### src/rtl/cv32e40p_obi_pkg.sv
// Shared types and constants for the OBI-to-SRAM bridge and its optional stall generator.
package cv32e40p_obi_pkg;

    typedef struct packed {
        logic        valid;
        logic [31:0] rdata;
    } resp_stage_t;

    localparam logic [31:0] OOR_RDATA = 32'hDEAD_BEEF;

    // x^16 + x^14 + x^13 + x^11 + 1, bit 15 is the x^16 tap
    localparam logic [15:0] LFSR_TAPS = 16'hB400;

endpackage

### src/rtl/cv32e40p_obi_stall_lfsr.sv
// Pseudo-random grant stall source: 16-bit Fibonacci LFSR, stalls when the low two bits are zero.
module cv32e40p_obi_stall_lfsr
    import cv32e40p_obi_pkg::*;
#(
    parameter logic [15:0] SEED = 16'hACE1
) (
    input  logic clk_i,
    input  logic rst_i,
    output logic stall_o
);

    logic [15:0] lfsr;

    always_ff @(posedge clk_i) begin
        if (rst_i) begin
            lfsr <= SEED;
        end else begin
            lfsr <= {lfsr[14:0], ^(lfsr & LFSR_TAPS)};
        end
    end

    assign stall_o = (lfsr[1:0] == 2'b00);

endmodule

### src/rtl/cv32e40p_obi_sram_bridge.sv
// OBI slave to single-port SRAM bridge with fixed-latency in-order responses.
// Define CV32E40P_OBI_STALL_EN to enable pseudo-random grant stalling.
module cv32e40p_obi_sram_bridge
    import cv32e40p_obi_pkg::*;
#(
    parameter int unsigned MEM_WORDS    = 16384,
    parameter int unsigned RESP_LATENCY = 1,
    parameter logic [15:0] STALL_SEED   = 16'hACE1
) (
    input  logic                         clk_i,
    input  logic                         rst_i,
    input  logic                         req_i,
    output logic                         gnt_o,
    input  logic [31:0]                  addr_i,
    input  logic                         we_i,
    input  logic [3:0]                   be_i,
    input  logic [31:0]                  wdata_i,
    output logic                         rvalid_o,
    output logic [31:0]                  rdata_o,
    output logic                         sram_en_o,
    output logic                         sram_we_o,
    output logic [3:0]                   sram_be_o,
    output logic [$clog2(MEM_WORDS)-1:0] sram_addr_o,
    output logic [31:0]                  sram_wdata_o,
    input  logic [31:0]                  sram_rdata_i,
    output logic                         busy_o,
    output logic [15:0]                  oor_cnt_o
);

    localparam int unsigned AW   = $clog2(MEM_WORDS);
    localparam int unsigned NSTG = RESP_LATENCY - 1;

    if (RESP_LATENCY < 1 || RESP_LATENCY > 4 || STALL_SEED == 16'h0 ||
        (MEM_WORDS & (MEM_WORDS - 1)) != 0) begin : g_bad_param
        $error("cv32e40p_obi_sram_bridge: illegal parameter value");
    end

    logic stall;

`ifdef CV32E40P_OBI_STALL_EN
    cv32e40p_obi_stall_lfsr #(
        .SEED(STALL_SEED)
    ) u_stall (
        .clk_i  (clk_i),
        .rst_i  (rst_i),
        .stall_o(stall)
    );
`else
    assign stall = 1'b0;
`endif

    logic        xfer;
    logic        in_range;
    logic [31:0] word_idx;

    assign gnt_o    = req_i && !stall && !rst_i;
    assign xfer     = req_i && gnt_o;
    assign word_idx = addr_i >> 2;
    assign in_range = word_idx < MEM_WORDS;

    assign sram_en_o    = xfer && in_range;
    assign sram_we_o    = sram_en_o && we_i;
    assign sram_be_o    = be_i;
    assign sram_addr_o  = word_idx[AW-1:0];
    assign sram_wdata_o = wdata_i;

    always_ff @(posedge clk_i) begin
        if (rst_i) begin
            oor_cnt_o <= '0;
        end else if (xfer && !in_range && oor_cnt_o != 16'hFFFF) begin
            oor_cnt_o <= oor_cnt_o + 16'd1;
        end
    end

    // Transfer attributes held for the cycle in which SRAM read data arrives
    logic a_valid;
    logic a_read;
    logic a_oor;

    always_ff @(posedge clk_i) begin
        if (rst_i) begin
            a_valid <= 1'b0;
            a_read  <= 1'b0;
            a_oor   <= 1'b0;
        end else begin
            a_valid <= xfer;
            a_read  <= !we_i;
            a_oor   <= !in_range;
        end
    end

    resp_stage_t cap;

    always_comb begin
        cap.valid = a_valid;
        cap.rdata = '0;
        if (a_valid && a_read) begin
            cap.rdata = a_oor ? OOR_RDATA : sram_rdata_i;
        end
    end

    resp_stage_t             resp;
    logic [RESP_LATENCY-1:0] vbits;

    if (RESP_LATENCY == 1) begin : g_direct
        assign resp  = cap;
        assign vbits = a_valid;
    end else begin : g_pipe
        resp_stage_t [NSTG-1:0] pipe;

        always_ff @(posedge clk_i) begin
            if (rst_i) begin
                pipe <= '0;
            end else begin
                pipe[0] <= cap;
                for (int unsigned i = 1; i < NSTG; i++) begin
                    pipe[i] <= pipe[i-1];
                end
            end
        end

        assign resp = pipe[NSTG-1];

        always_comb begin
            vbits[0] = a_valid;
            for (int unsigned i = 0; i < NSTG; i++) begin
                vbits[i+1] = pipe[i].valid;
            end
        end
    end

    // Gating with reset suppresses a pre-reset response landing in the reset cycle
    assign rvalid_o = resp.valid && !rst_i;
    assign rdata_o  = rvalid_o ? resp.rdata : '0;
    assign busy_o   = |vbits;

endmodule
### config.mk
export PLATFORM = sky130hd
export DESIGN_NAME = cv32e40p_obi_sram_bridge
export DESIGN_NICKNAME = d
export VERILOG_FILES = /design/src/rtl/cv32e40p_obi_pkg.sv /design/src/rtl/cv32e40p_obi_stall_lfsr.sv /design/src/rtl/cv32e40p_obi_sram_bridge.sv
export SDC_FILE = /design/constraint.sdc
export NUM_CORES = 1
export LEC_CHECK = 0
export ABC_AREA = 1
export CAP_MARGIN = 25
export CORE_ASPECT_RATIO = 2
export CORE_MARGIN = 2
export CORE_UTILIZATION = 26
export DETAILED_ROUTE_END_ITERATION = 6
export GPL_TIMING_DRIVEN = 1
export PLACE_DENSITY = 0.77
export SLEW_MARGIN = 20
export SYNTH_ARGS = -nofsm -noshare
export SYNTH_HDL_FRONTEND = slang
export SYNTH_HIERARCHICAL = 1
export SYNTH_SLANG_ARGS = --single-unit
### constraint.sdc
create_clock -name clk_i -period 1.5 [get_ports clk_i]
set_input_delay 0.375 -clock clk_i [delete_from_list [all_inputs] [get_ports clk_i]]
set_output_delay 0.375 -clock clk_i [all_outputs]
set_load 0.01 [all_outputs]
# After elaboration in Yosys (flattened, before gate mapping)
# Index checks and enable logic that the tools add are counted.
classes:
  multipliers: 0
  order_cmp: 1
  shift: 0
  bitwise_logic: 0
  n_eq_ne: 1
  div_mod_pow: 0
  reduce_logical: 11
  add_sub_neg: 1
  mux: 3
ops:
  columns: ["operator", "n"]
  rows:
  - ["$mux W32", 3]
  - ["$lt A30 B15 Y1 const B", 1]
  - ["$add A16 B1 Y16 const B", 1]
  - ["$ne A16 B16 Y1 const B", 1]
  - ["$logic_and A1 B1 Y1", 8]
  - ["$logic_not A1 Y1", 3]
word_totals:
  latch_bits: 0
  mem_bits_rw: 0
  elab_cells: 21
  mem_bits_ro: 0
  ff_bits: 19
  memories: 0

# Longest topological paths before layout
logic_depth:
  ltp_word: 5
  depth_mapped: 10
  mapped_depth_nobuf: 9

# Least setup slack after synthesis
# OpenSTA, ideal clock, no wires.
synth_path:
  kind: "in2out"
  startpoint: "input port addr_i[17]"
  endpoint: "output port sram_we_o"
  t_arrival_ps: 1327
  cell_stages: 6
  path_slack_ps: -202
  path_cell_list: "nor2_1 > nand2_1 > nor2_1 > nand2_2 > nor3_1 > and2_1"
synth_between:
  elab_chain_len: 3
synth_rtl:
  columns: ["item", "line_no", "rtl"]
  rows:
  - ["start: declaration", "cv32e40p_obi_sram_bridge.sv:14", "input logic [31:0] addr_i,"]
  - ["$lt A30 B15 Y1", "cv32e40p_obi_sram_bridge.sv:59", "assign in_range = word_idx < MEM_WORDS;"]
  - ["$logic_and A1 B1 Y1", "cv32e40p_obi_sram_bridge.sv:61", "assign sram_en_o = xfer && in_range;"]
  - ["named net sram_en_o", "cv32e40p_obi_sram_bridge.sv:20", "output logic sram_en_o,"]
  - ["$logic_and A1 B1 Y1", "cv32e40p_obi_sram_bridge.sv:62", "assign sram_we_o = sram_en_o && we_i;"]
  - ["end: declaration", "cv32e40p_obi_sram_bridge.sv:21", "output logic sram_we_o,"]
# The timed path passes the listed nets, and every way through them passes these cells.

# Worst setup path after layout
layout_path:
  startpoint: "input port addr_i[30]"
  endpoint: "output port sram_we_o"
layout_between:
  elab_chain_len: 3
layout_rtl:
  columns: ["item", "line_no"]
  rows:
  - ["$lt A30 B15 Y1", "cv32e40p_obi_sram_bridge.sv:59"]
  - ["$logic_and A1 B1 Y1", "cv32e40p_obi_sram_bridge.sv:61"]
  - ["$logic_and A1 B1 Y1", "cv32e40p_obi_sram_bridge.sv:62"]
# Every way passes these cells.

==> results.txt <==
Outcome - finished, violations left
Failing checks - negative setup slack
Vias in the first global route - 2,246
Routing usage on met3 - 7.68%
Reg2Reg Setup Slack - 0.08 ns
Worst path cell trace - buf_6 -> nor2_1 -> nand2_1 -> nor2_4 -> nand2_2 -> nor3_4 -> buf_6 -> and2_4 -> buf_6
Number of hold buffers added after CTS - 0
Via/cell ratio - 4.71
CP arrival - 1.39 ns
Met1 Usage GRT - 16.0%
Fillers - 625
Routed len/inst - 16.1 um
Die area - 0.00800 sq mm
Largest stage delay on the critical path - 0.17 ns
Ports - 207
Setup WS post-layout - -0.264 ns
Global-route wire length before repair - 10,900 um
Pwr Total - 1.47 mW
Initial antenna violation count - 1
Dpl hpwl - 5240 um
Clock sinks - 19
Ys Warns - 6
Hold Crit Class - reg2reg
H-Tree Depth - 1
CP Class - in2out
Max cap viols - 0
Final worst path period need - 1.76 ns
Post-Synthesis Cells - 311
HP Start - oor_cnt_o[15]
Dominant synthesized flop cell - dfxtp_1
Worst slew pin tran - 0.258 ns
Row cnt - 44
Fin. Hold Viols - 0
RSZ-0062 raised after global routing - true
DP Worst Slack - -1.04 ns
TritonRoute pass-1 iters - 5
Setup Skew - 0.00199 ns
Diode count - 0
CP max stage cell - nor3_4
Worst hold endpoint - oor_cnt_o[15]
Final Setup Violations - 34
Worst skew pair latency - 0.25 ns
Gr busiest metal - met2
Syn_area_per_cell - 6.07 sq um
Async SR Flop Fraction - 0%
Post-Syn Area - 0.00189 sq mm
Port bufs - 104
Met2 global-route usage - 32.4%
PwrDens - 406 mW/mm^2
GRT overflow - 0
Reg area - 395 sq um
Leak - 1.61 nW
Pin count of the biggest net entering global routing - 16
Chip height - 124 um
DP Area - 0.00292 sq mm
TritonCTS clock tree - done
Unique masters post-synth - 27
Worst Setup End Kind - primary output
Setup TNS - -4.58 ns
Reg-to-reg endpoint - oor_cnt_o[6]
Max VDD drop - 0.369 mV
Slew headroom - 82.7%
TritonCTS Buffers - 3
Worst r2r src - oor_cnt_o[0]
Hold path cells - 2
Required time of the critical path - 1.12 ns
Final net count - 533
Finished Cell Area - 0.00361 sq mm
Post-synth EDFFs - 0
Die width - 64.2 um
Worst-path fanout max - 2
R2R cell count - 7
DRT iter0 DRCs - 89
GRT Resource Usage Total - 17.5%
Yosys top cell area share - 20.3%
DRT antenna net count - 0
DRC - 0
Clock-pin slew on the worst setup and hold paths - 0.05 ns
FMAX - 567 MHz
Syn-to-layout area delta - 91.5%
Starting Density - 26.4%
Crit path top cell by count - buf_6
Largest area contributor in the synthesized netlist - buf_4
Synth Register Bits - 19
Worst hold slack - 0.494 ns
Syn nets - 416
Via count - 2,443
Clk root buf - clkbuf_16
Top post-synthesis cells by area - buf_4, dfxtp_1, nor2_1
Slew Limit Fails - 0
Routed wire length - 8340 um
Crit-path leading delay family - simple AND/OR/NAND/NOR gates
Layout cells sized above 1 - 52.7%
Sequential share of the synthesized area - 20.2%
Final worst path period share - 118%
Routability cong. - 0.840
Multi-input logic area - 0.00135 sq mm
Startpoint type of the worst setup path - input pin
CP bufs+invs - 3
CTS max path bufs - 2
Core area - 0.00716 sq mm
==> synthesized netlist by cell type, types with 2 or more instances <==
| library cell | instances |
|---|---|
| nor2_1 | 84 |
| nand2_1 | 72 |
| buf_4 | 51 |
| dfxtp_1 | 19 |
| inv_1 | 16 |
| a21oi_2 | 10 |
| nand3_1 | 9 |
| nand4_1 | 8 |
| a21oi_1 | 6 |
| clkbuf_1 | 5 |
| nand2_2 | 4 |
| xnor2_1 | 4 |
| nor2_4 | 3 |
| xor2_1 | 3 |
| buf_2 | 2 |
| inv_2 | 2 |
| nor2_2 | 2 |
| o21ai_0 | 2 |
==> worst max-delay path by stage <==
stage                           from   endpoint  cells past startpoint
final                     addr_i[30]  sram_we_o                      9
after global routing      addr_i[16]  sram_we_o                      9
after CTS                 addr_i[30]  sram_we_o                      9
after detailed placement  addr_i[30]  sram_we_o                      8
after global placement    addr_i[30]  sram_we_o                      8
after floorplan           addr_i[17]  sram_we_o                      6
==> worst min-delay path, cell delays in order (launching register included) <==
cell and delay, ns:
dfxtp_2 0.34, nand2_1 0.06, a21oi_1 0.05
==> final cells by class <==
cell class              count  area share [%]
flip-flops and latches     19            10.9
repair inverters            1           0.242
multi-input cells         215            37.5
inverters                  19            2.18
clock buffers               4            2.18
well taps                  92            3.19
repair buffers            169            43.8
==> cells in the final DEF, fill, tap and decap left out, drive strengths merged <==
| cell type | synthesis | routed |
|---|---|---|
| clkbuf | 5 | 5 |
| nand2 | 77 | 77 |
| or2 | 1 | 1 |
| o21ai | 2 | 2 |
| buf | 55 | 117 |
| clkdlybuf4s50 | 0 | 30 |
| inv | 18 | 18 |
| dlymetal6s2s | 0 | 1 |
| nor2 | 89 | 90 |
| ha | 1 | 1 |
| clkinv | 1 | 2 |
| nand3 | 10 | 11 |
| a21oi | 16 | 16 |
| dfxtp | 19 | 19 |
| and2 | 1 | 1 |
| xnor2 | 4 | 4 |
| dlygate4sd2 | 0 | 20 |
| nand4 | 8 | 8 |
| nor3 | 1 | 1 |
| xor2 | 3 | 3 |
==> sequential cells by signal, summed over array words and instances, names as in the netlist <==
signal / count
oor_cnt_o: 16
a_read: 1
busy_o: 1
a_oor: 1
==> per-stage QoR <==
step                std cells  utilization [%]
floorplan                 311                -
global placement          483             40.7
detailed placement        483             40.7
CTS                       509             46.1
global route              519             50.5
finish                    519             50.5
==> kinds of logic (layout without fill, tap and decap cells) <==
group	Yosys count	count (layout)	synth area share (%)
AO/OA/AOI/OAI	18	18	6.76
XOR/XNOR	7	7	3.25
adder cells (fa/ha/maj)	1	1	0.663
buffers and inverters	79	193	26.9
flip-flops	19	19	20.2
AND/OR/NAND/NOR	187	189	42.3
==> timing repair <==
action	in CTS	in global routing
setup buffers	18	9
gates resized for setup	309	75
setup endpoints to repair	69	52
cloned	4	2
pin swaps	22	26
==> power by group <==
part           total (mW)  internal [mW]  switching [mW]
clock               0.556          0.362           0.194
sequential          0.518          0.512         0.00580
combinational       0.394          0.213           0.180
total                1.47           1.09           0.380
==> per-layer routing <==
metal	part of all wire (%)	wire (um)
met2	51	4290
met5	0.16	13
met1	33	2770
met4	5.0	414
met3	10	858
(Power assumes the default switching activity.)
